--- src/rtl/tag_rx_pkg.sv ---
// Shared definitions for the tag RX datapath: controller state codes and
// the accumulator width rule for integrate-and-dump stages.
package tag_rx_pkg;

    typedef enum logic [1:0] {
        INIT      = 2'b00,
        LOC_SYNCH = 2'b01,
        HOP_SYNCH = 2'b10,
        HOP_RX    = 2'b11
    } rx_state_e;

    // A sum of 2^log2_decim full-scale samples needs log2_decim extra bits.
    function automatic int acc_width(input int data_w, input int log2_decim);
        return data_w + log2_decim;
    endfunction

endpackage

--- src/rtl/sync_fifo_fwft.sv ---
// Small synchronous FIFO with first-word fall-through: the head entry is
// always presented on rd_data_o while the FIFO is non-empty.
module sync_fifo_fwft #(
    parameter int WIDTH = 8,
    parameter int AW    = 2
) (
    input  logic             clk,
    input  logic             reset,
    input  logic             wr_en_i,
    input  logic [WIDTH-1:0] wr_data_i,
    input  logic             rd_en_i,
    output logic [WIDTH-1:0] rd_data_o,
    output logic             full_o,
    output logic             empty_o
);
    localparam int DEPTH = 1 << AW;
    localparam logic [AW:0] COUNT_FULL = (AW+1)'(DEPTH);

    logic [WIDTH-1:0] mem_q [DEPTH];
    logic [AW-1:0]    wr_ptr_q;
    logic [AW-1:0]    rd_ptr_q;
    logic [AW:0]      count_q;
    logic             do_push_s;
    logic             do_pop_s;

    assign empty_o   = (count_q == (AW+1)'(0));
    assign full_o    = (count_q == COUNT_FULL);
    assign do_pop_s  = rd_en_i & ~empty_o;
    // A full FIFO still accepts a write when the head leaves in the same cycle.
    assign do_push_s = wr_en_i & (~full_o | do_pop_s);
    assign rd_data_o = mem_q[rd_ptr_q];

    // Storage, pointers and occupancy
    always_ff @(posedge clk) begin
        if (reset) begin
            for (int k = 0; k < DEPTH; k++) begin
                mem_q[k] <= '0;
            end
            wr_ptr_q <= '0;
            rd_ptr_q <= '0;
            count_q  <= '0;
        end else begin
            if (do_push_s) begin
                mem_q[wr_ptr_q] <= wr_data_i;
                wr_ptr_q        <= wr_ptr_q + AW'(1);
            end
            if (do_pop_s) begin
                rd_ptr_q <= rd_ptr_q + AW'(1);
            end
            case ({do_push_s, do_pop_s})
                2'b10:   count_q <= count_q + (AW+1)'(1);
                2'b01:   count_q <= count_q - (AW+1)'(1);
                default: count_q <= count_q;
            endcase
        end
    end

endmodule

--- src/rtl/tag_rx_hop_integrator.sv ---
// Integrate-and-dump of the tag RX IQ stream over fixed windows during each
// HOP_RX interval; tagged window sums are queued for a valid/ready consumer.
module tag_rx_hop_integrator
    import tag_rx_pkg::*;
#(
    parameter int DATA_WIDTH    = 16,
    parameter int BIT_CNT_WIDTH = 7,
    parameter int LOG2_DECIM    = 8,
    parameter int WIN_WIDTH     = 12,
    parameter int FIFO_AW       = 2,
    parameter int DROP_WIDTH    = 16,
    localparam int ACC_WIDTH    = acc_width(DATA_WIDTH, LOG2_DECIM)
) (
    input  logic                            clk,
    input  logic                            reset,
    input  logic signed [DATA_WIDTH-1:0]    irx_in,
    input  logic signed [DATA_WIDTH-1:0]    qrx_in,
    input  logic [1:0]                      rx_state,
    input  logic [BIT_CNT_WIDTH-1:0]        nhop,
    output logic                            out_valid,
    input  logic                            out_ready,
    output logic signed [ACC_WIDTH-1:0]     out_i,
    output logic signed [ACC_WIDTH-1:0]     out_q,
    output logic [BIT_CNT_WIDTH-1:0]        out_hop,
    output logic [WIN_WIDTH-1:0]            out_win,
    output logic                            hop_done,
    output logic [WIN_WIDTH-1:0]            hop_windows,
    output logic [DROP_WIDTH-1:0]           drop_cnt
);
    localparam int ENTRY_W = 2*ACC_WIDTH + BIT_CNT_WIDTH + WIN_WIDTH;
    localparam logic [LOG2_DECIM-1:0] SAMP_LAST = '1;

    logic                         prev_rx_q;
    logic signed [ACC_WIDTH-1:0]  acc_i_q, acc_q_q;
    logic [LOG2_DECIM-1:0]        samp_cnt_q;
    logic [WIN_WIDTH-1:0]         win_cnt_q;
    logic [BIT_CNT_WIDTH-1:0]     hop_tag_q;
    logic                         hop_done_q;
    logic [WIN_WIDTH-1:0]         hop_windows_q;
    logic [DROP_WIDTH-1:0]        drop_cnt_q;

    logic                         rx_s, dump_s, pop_s, full_s, empty_s, drop_s;
    logic signed [ACC_WIDTH-1:0]  samp_i_s, samp_q_s, sum_i_s, sum_q_s;
    logic [ENTRY_W-1:0]           wr_entry_s, head_s;

    assign rx_s     = (rx_state == HOP_RX);
    assign samp_i_s = {{LOG2_DECIM{irx_in[DATA_WIDTH-1]}}, irx_in};
    assign samp_q_s = {{LOG2_DECIM{qrx_in[DATA_WIDTH-1]}}, qrx_in};
    assign sum_i_s  = acc_i_q + samp_i_s;
    assign sum_q_s  = acc_q_q + samp_q_s;

    // The window's last sample is folded in on the fly so the entry lands one edge later.
    assign dump_s     = rx_s & prev_rx_q & (samp_cnt_q == SAMP_LAST);
    assign wr_entry_s = {sum_i_s, sum_q_s, hop_tag_q, win_cnt_q};
    assign out_valid  = ~empty_s;
    assign pop_s      = out_valid & out_ready;
    assign drop_s     = dump_s & full_s & ~pop_s;

    sync_fifo_fwft #(
        .WIDTH (ENTRY_W),
        .AW    (FIFO_AW)
    ) u_fifo (
        .clk       (clk),
        .reset     (reset),
        .wr_en_i   (dump_s),
        .wr_data_i (wr_entry_s),
        .rd_en_i   (pop_s),
        .rd_data_o (head_s),
        .full_o    (full_s),
        .empty_o   (empty_s)
    );

    assign {out_i, out_q, out_hop, out_win} = head_s;
    assign hop_done    = hop_done_q;
    assign hop_windows = hop_windows_q;
    assign drop_cnt    = drop_cnt_q;

    // Hop tracking, accumulation, window counting and drop accounting
    always_ff @(posedge clk) begin
        if (reset) begin
            prev_rx_q     <= 1'b0;
            acc_i_q       <= '0;
            acc_q_q       <= '0;
            samp_cnt_q    <= '0;
            win_cnt_q     <= '0;
            hop_tag_q     <= '0;
            hop_done_q    <= 1'b0;
            hop_windows_q <= '0;
            drop_cnt_q    <= '0;
        end else begin
            prev_rx_q  <= rx_s;
            hop_done_q <= 1'b0;
            if (drop_s && (drop_cnt_q != {DROP_WIDTH{1'b1}})) begin
                drop_cnt_q <= drop_cnt_q + DROP_WIDTH'(1);
            end
            if (rx_s && !prev_rx_q) begin
                hop_tag_q  <= nhop;
                win_cnt_q  <= '0;
                acc_i_q    <= samp_i_s;
                acc_q_q    <= samp_q_s;
                samp_cnt_q <= LOG2_DECIM'(1);
            end else if (rx_s) begin
                if (samp_cnt_q == SAMP_LAST) begin
                    acc_i_q    <= '0;
                    acc_q_q    <= '0;
                    samp_cnt_q <= '0;
                    win_cnt_q  <= win_cnt_q + WIN_WIDTH'(1);
                end else begin
                    acc_i_q    <= sum_i_s;
                    acc_q_q    <= sum_q_s;
                    samp_cnt_q <= samp_cnt_q + LOG2_DECIM'(1);
                end
            end else begin
                // Any partial window is abandoned when the hop ends.
                acc_i_q    <= '0;
                acc_q_q    <= '0;
                samp_cnt_q <= '0;
                if (prev_rx_q) begin
                    hop_done_q    <= 1'b1;
                    hop_windows_q <= win_cnt_q;
                end
            end
        end
    end

endmodule

--- config.mk ---
export PLATFORM = sky130hd
export DESIGN_NAME = tag_rx_hop_integrator
export DESIGN_NICKNAME = d
export VERILOG_FILES = /design/src/rtl/tag_rx_pkg.sv /design/src/rtl/sync_fifo_fwft.sv /design/src/rtl/tag_rx_hop_integrator.sv
export SDC_FILE = /design/constraint.sdc
export NUM_CORES = 1
export LEC_CHECK = 0
export BUFFER_PORTS_ARGS = -buffer_cell sky130_fd_sc_hd__buf_4
export CORE_ASPECT_RATIO = 1.2
export CORE_MARGIN = 2
export CORE_UTILIZATION = 60
export DETAILED_ROUTE_END_ITERATION = 6
export GPL_ROUTABILITY_DRIVEN = 0
export HOLD_SLACK_MARGIN = 0.08
export PLACE_DENSITY = 0.89
export REMOVE_ABC_BUFFERS = 1
export SLEW_MARGIN = 0
export SYNTH_ARGS = -nofsm -noshare
export SYNTH_HDL_FRONTEND = slang
export SYNTH_SLANG_ARGS = --single-unit
--- constraint.sdc ---
create_clock -name clk -period 5 [get_ports clk]
set_input_delay 0 -clock clk [delete_from_list [all_inputs] [get_ports clk]]
set_output_delay 0 -clock clk [all_outputs]
set_load 0.1 [all_outputs]
## Yosys cells after proc, flatten, opt, wreduce, memory -nomap -nowiden

Memories as Yosys holds them, arrays and structs flattened. A register that Yosys moved wholly into a read port is not among the register bits.
Cells that the tools add are included.

| word-level totals | value |
|---|---|
| flip-flop bits (word level) | 112 |
| memories kept | 1 |
| memory bits (writable) | 268 |
| logic and storage cells | 74 |
| input port bits | 44 |
| output and inout bits | 97 |

| cells by class | value |
|---|---|
| bitwise logic cells | 13 |
| add/sub/neg operators | 9 |
| reductions and logical operators | 11 |
| muxes and demuxes | 21 |
| eq/ne operators | 6 |

Memory list:

| memory | depth | width | read ports | clocked after Yosys merged registers in | wr ports | RTL line | source |
|---|---|---|---|---|---|---|---|
| u_fifo.mem_q | 4 | 67 | 1 | 1 | 4 | sync_fifo_fwft.sv:19 | `logic [WIDTH-1:0] mem_q [DEPTH];` |

Operators by type and width:

| kind | count |
|---|---|
| $mux W24 | 6 |
| $mux W67 | 1 |
| $reduce_or A67 Y1 | 1 |
| $add A24 B16 Y24 | 2 |
| $add A16 B1 Y16 const B | 1 |
| $ne A16 B16 Y1 const B | 1 |
| $add A12 B1 Y12 const B | 1 |
| $mux W1 | 10 |
| $add A8 B1 Y8 const B | 1 |
| $eq A8 B8 Y1 const B | 1 |
| $and A1 B1 Y1 | 7 |
| $mux W2 | 3 |
| $pmux W3 S2 | 1 |
| $not A1 Y1 | 5 |
| $add A2 B1 Y2 const B | 2 |
| $eq A2 B2 Y1 const B | 2 |
| $reduce_or A4 Y1 | 1 |
| $add A3 B1 Y3 const B | 1 |
| $eq A3 B3 Y1 const B | 1 |
| $logic_not A3 Y1 | 1 |
| $reduce_and A3 Y1 | 1 |
| $reduce_or A3 Y1 | 1 |
| $sub A3 B1 Y3 const B | 1 |
| $eq A2 B1 Y1 const B | 1 |
| 6 further kinds | 7 |

## Depth between registers and ports, before layout

Gate-level depths: netlist (run 1).

| depth | value |
|---|---|
| depth in word-level cells | 11 |
| gate-level depth with buffers | 9 |
| mapped depth without buffers | 9 |

## Modules after synthesis

Synthesis (run 1) repeated with hierarchy kept, for this count alone.

| unflattened totals | value |
|---|---|
| cell total of the unflattened synthesis | 1,479 |
| area total of the unflattened synthesis | 18,416.4 um^2 |

Modules (own cells, without submodules):

| module | instances | cells an instance | area each (um^2) | sequential area each (um^2) |
|---|---|---|---|---|
| sync_fifo_fwft | 1 | 704 | 12,039.0 | 8,227.9 |
| tag_rx_hop_integrator | 1 | 775 | 6,377.4 | 2,102.0 |

## Worst setup path after synthesis (run 1)

No wires, ideal clock.

| timing path | value |
|---|---|
| path type | flip-flop to flip-flop |
| from | register samp_cnt_q[0] |
| to | memory u_fifo.mem_q[0][0] in the netlist's numbering, enable pin |
| arrival time | 3.361 ns |
| buffers on the path | 2 |
| clock period less this slack | 3.797 ns |
| setup time | 0.436 ns |
| stages on the path, launching flop included | 9 |
| path slack | 1.203 ns |
| required time | 4.564 ns |
| cell sequence | dfxtp_1 > ha_1 > and4_1 > nand2_1 > or3_1 > buf_2 > or3_1 > buf_6 > nand2b_1 |

RTL lines:

| what | RTL line | source |
|---|---|---|
| start: declaration | tag_rx_hop_integrator.sv:35 | `logic [LOG2_DECIM-1:0] samp_cnt_q;` |
| start signal: assignment | tag_rx_hop_integrator.sv:111 | `samp_cnt_q <= samp_cnt_q + LOG2_DECIM'(1);` |
| end: declaration | sync_fifo_fwft.sv:19 |  |

==> flow_metrics.env, run 1 <==
export IMPL_synthArstFlopShare=0
export IMPL_fin_crit_ns=4.00
export IMPL_antenna_found_initial=0
export IMPL_ctsResizeCount=0
export IMPL_cts_tree="done"
export IMPL_cp_data_required_time_ns=5.13
export IMPL_cp_arrival_ns=4.13
export IMPL_synth_top_cell_area_share=0.449
export IMPL_slew_violations=0
export IMPL_clock_path_buffers=3
export IMPL_clock_skew_ns=0.0250
export IMPL_cts_hold_buf=44
export IMPL_start_kind="input port"
export IMPL_vias_per_cell=6.56
export IMPL_leakagePower_nw=7.78
export IMPL_cellPowerDensity_mw_per_mm2=419
export IMPL_synth_top_family_by_area="simple AND/OR/NAND/NOR gates"
export IMPL_yosys_most_used_dff="edfxtp_1"
export IMPL_drc=0
export IMPL_detail_route_antenna_nets=0
export IMPL_drv_cap=0
export IMPL_post_route_period_util=0.800
export IMPL_routed_wl_um=48500
export IMPL_start_util=0.607
export IMPL_grt_setup_unrepaired="false"
export IMPL_yosys_area_top_type="edfxtp_1"
export IMPL_cts_sinks=382
export IMPL_postPlaceCellArea_mm2=0.0193
export IMPL_clkTransAtPathRegs_ns=0.06
export IMPL_drt_iter0_drc=1514
export IMPL_synth_cell_types=69
export IMPL_cts_buffers=37
export IMPL_finalNonFillerCells=2115
export IMPL_synth_compound_area_frac=0.0981
export IMPL_nFillCells=1838
export IMPL_path_class="in2reg"
export IMPL_grt_max_degree=68
export IMPL_end_kind="register"
export IMPL_routedWlPerCell_um=22.9
export IMPL_die_area_mm2=0.0313
export IMPL_synth_commonest_cells="268 x edfxtp_1, 227 x nor2_1, 138 x nand2_1, 114 x dfxtp_1, 77 x o21ai_0"
export IMPL_ys_warnings_count=0
export IMPL_drive_gt1_frac=0.183
export IMPL_track_usage=0.310
export IMPL_die_w_um=162
export IMPL_port_buffer_count=140
export IMPL_ir_drop_uv=366
export IMPL_crit_fanout=67
export IMPL_p_total_mw=8.80
export IMPL_ios=141
export IMPL_fmax_mhz=250
export IMPL_busiest_layer="met2"
export IMPL_grt_pass1_wl_um=75500
export IMPL_via_count=13900
export IMPL_grtUsageMet1=0.357
export IMPL_grt_overflow=0
export IMPL_root_buffer="clkbuf_16"
export IMPL_place_hpwl_um=28600
export IMPL_worst_pin_slew_ns=1.16
export IMPL_cts_setup_buffers=0
export IMPL_syn2layout_area_growth_pct=17.2
export IMPL_synth_edf_count=268
export IMPL_worstSkewPairLatency_ns=0.53
export IMPL_layout_setup_ws_ns=0.999
export IMPL_dp_slack_ns=1.34
export IMPL_yosysMostFrequentCell="edfxtp_1"
export IMPL_syn_avg_cell_area_um2=11.7
export IMPL_synth_area_mm2=0.0179
export IMPL_htree_levels=2
export IMPL_grt_pass1_vias=14000
export IMPL_syn_instance_count=1531
export IMPL_first_pass_iters=6
export IMPL_fin_setup_tns_ns=0
export IMPL_final_cell_area_mm2=0.0210
export IMPL_status="finished, final reports clean"
export IMPL_setup_viol=0
export IMPL_grt_util_met2=0.526
export IMPL_synthMuxAreaShare=0.0865
export IMPL_row_count=69
export IMPL_ys_ff_latch=382
export IMPL_synthTopCellsByArea="edfxtp_1 45%, dfxtp_1 13%, mux4_2 8.4%"
export IMPL_fin_nets=1792
export IMPL_die_h_um=193
export IMPL_coreArea_mm2=0.0295
export IMPL_hold_class="in2reg"
export IMPL_synthAdderAreaFrac=0.0376
export IMPL_hold_viol=0
export IMPL_finish_utilization=0.711
export IMPL_hold_ws_ns=0.111
export IMPL_post_place_cells=2003
export IMPL_slew_limit_headroom=0.226
export IMPL_synth_xor_area_frac=0.0264
export IMPL_ys_seq_area_frac=0.577
export IMPL_synth_simple_gate_area_frac=0.146
export IMPL_grt_use_met3=0.0630
==> metal layers <==
metal,wire length [um],vias up
met5,0,-
met4,3590,0
met3,4580,264
met2,24300,1018
met1,16100,6629
li1,-,5965
==> area by class of cell <==
type                            count  area [um2]  share of cell area
Multi-Input combinational cell   1024        7110               0.339
Clock buffer                       48        1030              0.0490
Inverter                           51         191             0.00911
Timing Repair Buffer              200        1610              0.0767
Antenna cell                        1        2.50            0.000119
Tap cell                          390         488              0.0232
Clock inverter                     19         235              0.0112
Sequential cell                   382       10300               0.492
==> critical path, cell delays in order <==
cell,delay [ns]
dlygate4sd3_1,0.54
buf_4,0.28
and3b_2,0.31
dlygate4sd3_1,0.60
nand2_2,0.13
or3_2,0.43
buf_4,0.30
or2_1,0.30
buf_4,0.25
nand2b_4,0.81
==> flip-flops by register name, indices dropped and copies added, names as in the netlist, named ones only <==
register         flops
hop_tag_q            7
win_cnt_q           12
u_fifo.rd_ptr_q      2
drop_cnt            16
u_fifo.count_q       3
acc_q_q             24
acc_i_q             24
prev_rx_q            1
u_fifo.mem_q       268
hop_windows         12
samp_cnt_q           8
hop_done             1
u_fifo.wr_ptr_q      2
==> power breakdown <==
group,switching (mW),leakage [nW],internal (mW)
logic,1.63,3.71,0.600
registers,0.146,3.47,3.52
clock network,1.19,0.607,1.72
total,2.97,7.78,5.84
==> cells by family after synthesis <==
kind of cell	Yosys count
XOR/XNOR	54
AO/OA/AOI/OAI	278
adder cells (fa/ha/maj)	52
multiplexers	71
flip-flops	382
AND/OR/NAND/NOR	569
buffers and inverters	125
==> placed cells by master, fill, tap and decap left out, types with 4 or more instances in the layout <==
cell / n
edfxtp_1: 268
nor2_1: 227
buf_4: 156
nand2_1: 138
dfxtp_1: 112
o21ai_0: 77
a21oi_1: 76
mux4_2: 67
nor3_1: 56
inv_1: 51
ha_1: 49
dlygate4sd3_1: 44
clkbuf_16: 38
and2_1: 31
xnor2_1: 30
nand3_1: 29
xor2_1: 24
o21a_1: 17
nand4_1: 17
or3_1: 14
a21o_1: 14
a22o_1: 14
o31ai_1: 12
a211oi_1: 12
or2_2: 10
and3_1: 9
nor3_2: 9
a31oi_1: 8
o211ai_1: 7
clkinv_1: 6
clkbuf_1: 6
o21bai_1: 5
o22ai_1: 5
bufinv_16: 5
and4_1: 4
a21boi_0: 4
nand2b_1: 4
clkbuf_8: 4
==> worst paths after layout <==
path | from | cells past startpoint | endpoint | slack [ns]
min reg2reg | hop_windows[2]$_SDFFE_PP0P_ | 2 | hop_windows[2]$_SDFFE_PP0P_ | 0.47
max | reset | 10 | u_fifo.mem_q[1][62]$_SDFFCE_PN0P_ | 1.0
max reg2reg | samp_cnt_q[0]$_SDFF_PP0_ | 8 | u_fifo.mem_q[1][62]$_SDFFCE_PN0P_ | 1.29
min | rx_state[1] | 5 | win_cnt_q[0]$_SDFFE_PP0P_ | 0.11
Power figures use the tool's default switching activity.
==> run 2, diff against run 1 <==
- ABC_AREA: unset -> 1
- CORE_UTILIZATION: 60 -> 55
- PLACE_DENSITY: 0.89 -> 0.86
- clock period: 5 -> 3.6 ns (I/O delays scaled with it)
==> run 2 against run 1 <==
Net effect: hold slack gained 0.12 ns; wire length is 7.9% higher; the run now ends with design-rule violations left; synthesized cell count is 48% higher; register-to-register slack worse by 0.95 ns; critical path depth up 4; setup slack lost 0.80 ns; clock skew down 0.0040 ns; cell area increased by 6.2%; highest routed layer unchanged.
==> flow_metrics.env, run 2 <==
export IMPL_status="finished with violations"
export IMPL_failed_checks="design-rule violations"
export IMPL_crit_slowest_cell="dlygate4sd3_1"
export IMPL_ys_ff_latch=382
export IMPL_synth_top_cell_area_share=0.423
export IMPL_post_place_cells=2796
export IMPL_synthArstFlopShare=0
export IMPL_detail_route_antenna_nets=0
export IMPL_final_cell_mix="489 x nand2_1, 429 x nor2_1, 268 x edfxtp_1"
export IMPL_routedWlPerCell_um=17.9
export IMPL_setup_viol=0
export IMPL_grt_setup_unrepaired="false"
export IMPL_ys_seq_area_frac=0.542
export IMPL_fmax_mhz=294
export IMPL_path_class="in2reg"
export IMPL_cp_slowest_stage_delay_ns=0.64
export IMPL_drc=7
export IMPL_synth_xor_area_frac=0.0166
export IMPL_cp_top_family="buffers and inverters"
export IMPL_yosysMostFrequentCell="nand2_1"
export IMPL_die_h_um=208
export IMPL_yosys_most_used_dff="edfxtp_1"
export IMPL_regMostFlops="u_fifo.mem_q"
export IMPL_routed_wl_um=52400
export IMPL_largest_register_ff_count=268
export IMPL_grt_pass1_vias=17100
export IMPL_first_pass_iters=7
export IMPL_coreArea_mm2=0.0341
export IMPL_synth_top_family_by_area="simple AND/OR/NAND/NOR gates"
export IMPL_worst_pin_slew_ns=0.905
export IMPL_syn2layout_area_growth_pct=17.2
export IMPL_cts_sinks=382
export IMPL_endpoint="u_fifo.mem_q[1][1]$_SDFFCE_PN0P_"
export IMPL_critPathBufInv=7
export IMPL_min_from="qrx_in[3]"
export IMPL_synth_compound_area_frac=0.0919
export IMPL_track_usage=0.287
export IMPL_cts_tree="done"
export IMPL_r2r_end="u_fifo.mem_q[1][1]$_SDFFCE_PN0P_"
export IMPL_clkTransAtPathRegs_ns=0.06
export IMPL_cts_buffers=38
export IMPL_synth_commonest_cells="492 x nand2_1, 431 x nor2_1, 268 x edfxtp_1, 228 x inv_1, 183 x o21ai_0"
export IMPL_final_common_cell="nand2_1"
export IMPL_clock_skew_ns=0.0210
export IMPL_drive_gt1_frac=0.101
export IMPL_synth_simple_gate_area_frac=0.246
export IMPL_synthAdderAreaFrac=0.0353
export IMPL_worstSkewPairLatency_ns=0.55
export IMPL_synth_area_mm2=0.0190
export IMPL_port_buffer_count=140
export IMPL_synth_edf_count=268
export IMPL_vias_per_cell=5.77
export IMPL_ys_warnings_count=0
export IMPL_fin_setup_tns_ns=0
export IMPL_synthMuxAreaShare=0
export IMPL_post_route_period_util=0.944
export IMPL_root_buffer="clkbuf_16"
export IMPL_htree_levels=2
export IMPL_via_count=16900
export IMPL_finalNonFillerCells=2921
export IMPL_ir_drop_uv=453
export IMPL_syn_avg_cell_area_um2=8.40
export IMPL_cts_setup_buffers=0
export IMPL_path_cells="dlygate4sd3_1 > buf_4 > nand2_1 > dlygate4sd3_1 > inv_1 > nand3_4 > clkinv_2 > nand2_2 > nor2_4 > nand2_4 > inv_2 > nand3_1 > nand2_2 > buf_4"
export IMPL_syn_instance_count=2267
export IMPL_grt_pass1_wl_um=83200
export IMPL_hold_class="in2reg"
export IMPL_die_area_mm2=0.0361
export IMPL_grt_overflow=0
export IMPL_fin_crit_ns=3.40
export IMPL_row_count=74
export IMPL_r2r_cells=12
export IMPL_hold_viol=0
export IMPL_drv_cap=0
export IMPL_start_util=0.559
export IMPL_fin_nets=2532
export IMPL_yosys_area_top_type="edfxtp_1"
export IMPL_synthTopCellsByArea="edfxtp_1 42%, dfxtp_1 12%, nand2_1 9.7%"
export IMPL_drt_iter0_drc=1771
export IMPL_min_path_cells=4
export IMPL_slew_violations=0
export IMPL_end_kind="register"
export IMPL_antenna_cells=0
export IMPL_cp_data_required_time_ns=3.77
export IMPL_synth_cell_types=35
export IMPL_reg2reg_slack_ns=0.34
export IMPL_finish_utilization=0.655
export IMPL_place_hpwl_um=33600
export IMPL_start_kind="input port"
export IMPL_hold_ws_ns=0.236
export IMPL_slew_limit_headroom=0.397
export IMPL_cellPowerDensity_mw_per_mm2=613
export IMPL_top_regs="u_fifo.mem_q: 268 flops, acc_i_q: 24 flops, acc_q_q: 24 flops"
export IMPL_die_w_um=174
export IMPL_cp_arrival_ns=3.57
export IMPL_clock_path_buffers=3
export IMPL_r2r_start="samp_cnt_q[0]$_SDFF_PP0_"
export IMPL_antenna_found_initial=0
export IMPL_grt_max_degree=79
export IMPL_cp_num_cells=14
export IMPL_leakagePower_nw=9.38
export IMPL_cp_startpoint="rx_state[1]"
export IMPL_ios=141
export IMPL_crit_fanout=42
[run 2: cell types whose count changed in the layout (fill, tap and decap cells not counted), moves of 67 or more]
cell	change
nand2_1	+351
nor2_1	+202
inv_1	+176
o21ai_0	+106
nand3_1	+69
mux4_2	-67
[run 2: worst min path at each step]
stage | slack [ns] | to
2_1_floorplan | 0.07 | drop_cnt[0]$_SDFFE_PP0P_
3_3_place_gp | 0.20 | hop_tag_q[2]$_SDFFE_PP0P_
3_5_place_dp | 0.21 | hop_tag_q[1]$_SDFFE_PP0P_
4_1_cts | 0.21 | drop_cnt[4]$_SDFFE_PP0P_
5_1_grt | 0.27 | acc_q_q[7]$_SDFF_PP0_
6_report | 0.24 | acc_q_q[3]$_SDFF_PP0_
[run 2: repair_timing]
item                                   CTS  global route
hold buffers                            56             0
endpoints found under the hold margin   88             0
resized for setup                        0             0
[run 2: worst register-to-register path: stages, from the launching register on]
cell	delay [ns]
dfxtp_1	0.36
ha_1	0.19
nand2_1	0.12
nor2_4	0.19
nand3_4	0.17
clkinv_2	0.15
nand2_2	0.07
nor2_4	0.21
nand2_4	0.26
inv_2	0.34
nand3_1	0.17
nand2_2	0.10
buf_4	0.55
[run 2: routing by layer]
| layer | vias up | share of wire | track usage | wire [um] |
|---|---|---|---|---|
| met5 | - | 0 | 0 | 0 |
| met4 | 0 | 0.055 | 0.170 | 2860 |
| met3 | 212 | 0.089 | 0.0438 | 4670 |
| met2 | 936 | 0.50 | 0.503 | 26100 |
| met1 | 7862 | 0.36 | 0.331 | 18700 |
| li1 | 7848 | - | - | - |
[run 2: area by class of cell]
class	count	area, um2
Fill cell	2659	11800
Tap cell	456	571
Sequential cell	382	10300
Multi-Input combinational cell	1558	7460
Inverter	232	873
Clock inverter	17	186
Timing Repair Buffer	224	1830
Clock buffer	52	1050
[run 2: report_power, final]
| part | total (mW) | internal (mW) | switching [mW] |
|---|---|---|---|
| clock network | 3.98 | 2.29 | 1.69 |
| registers | 5.02 | 4.90 | 0.127 |
| logic | 4.68 | 0.908 | 3.78 |
| total | 13.7 | 8.09 | 5.59 |
[run 2: stage by stage]
stage	total power, mW	worst slack [ns]	area [um2]
floorplan	8.62	-2.41	18600
global placement	9.64	0.568	20500
detailed placement	9.71	0.476	20500
CTS	13.7	0.324	22300
finish	13.7	0.202	22300
global route	14.1	0.0376	22300
[run 2: kinds of logic (layout without fill, tap and decap cells)]
| logic type | count (synthesis) | after routing |
|---|---|---|
| AOI/OAI and AO/OA | 329 | 329 |
| buffers and inverters | 327 | 525 |
| DFF | 382 | 382 |
| and+or+nand+nor | 1141 | 1141 |
| xor gates and xnor gates | 36 | 36 |
| adders and majority gates | 52 | 52 |
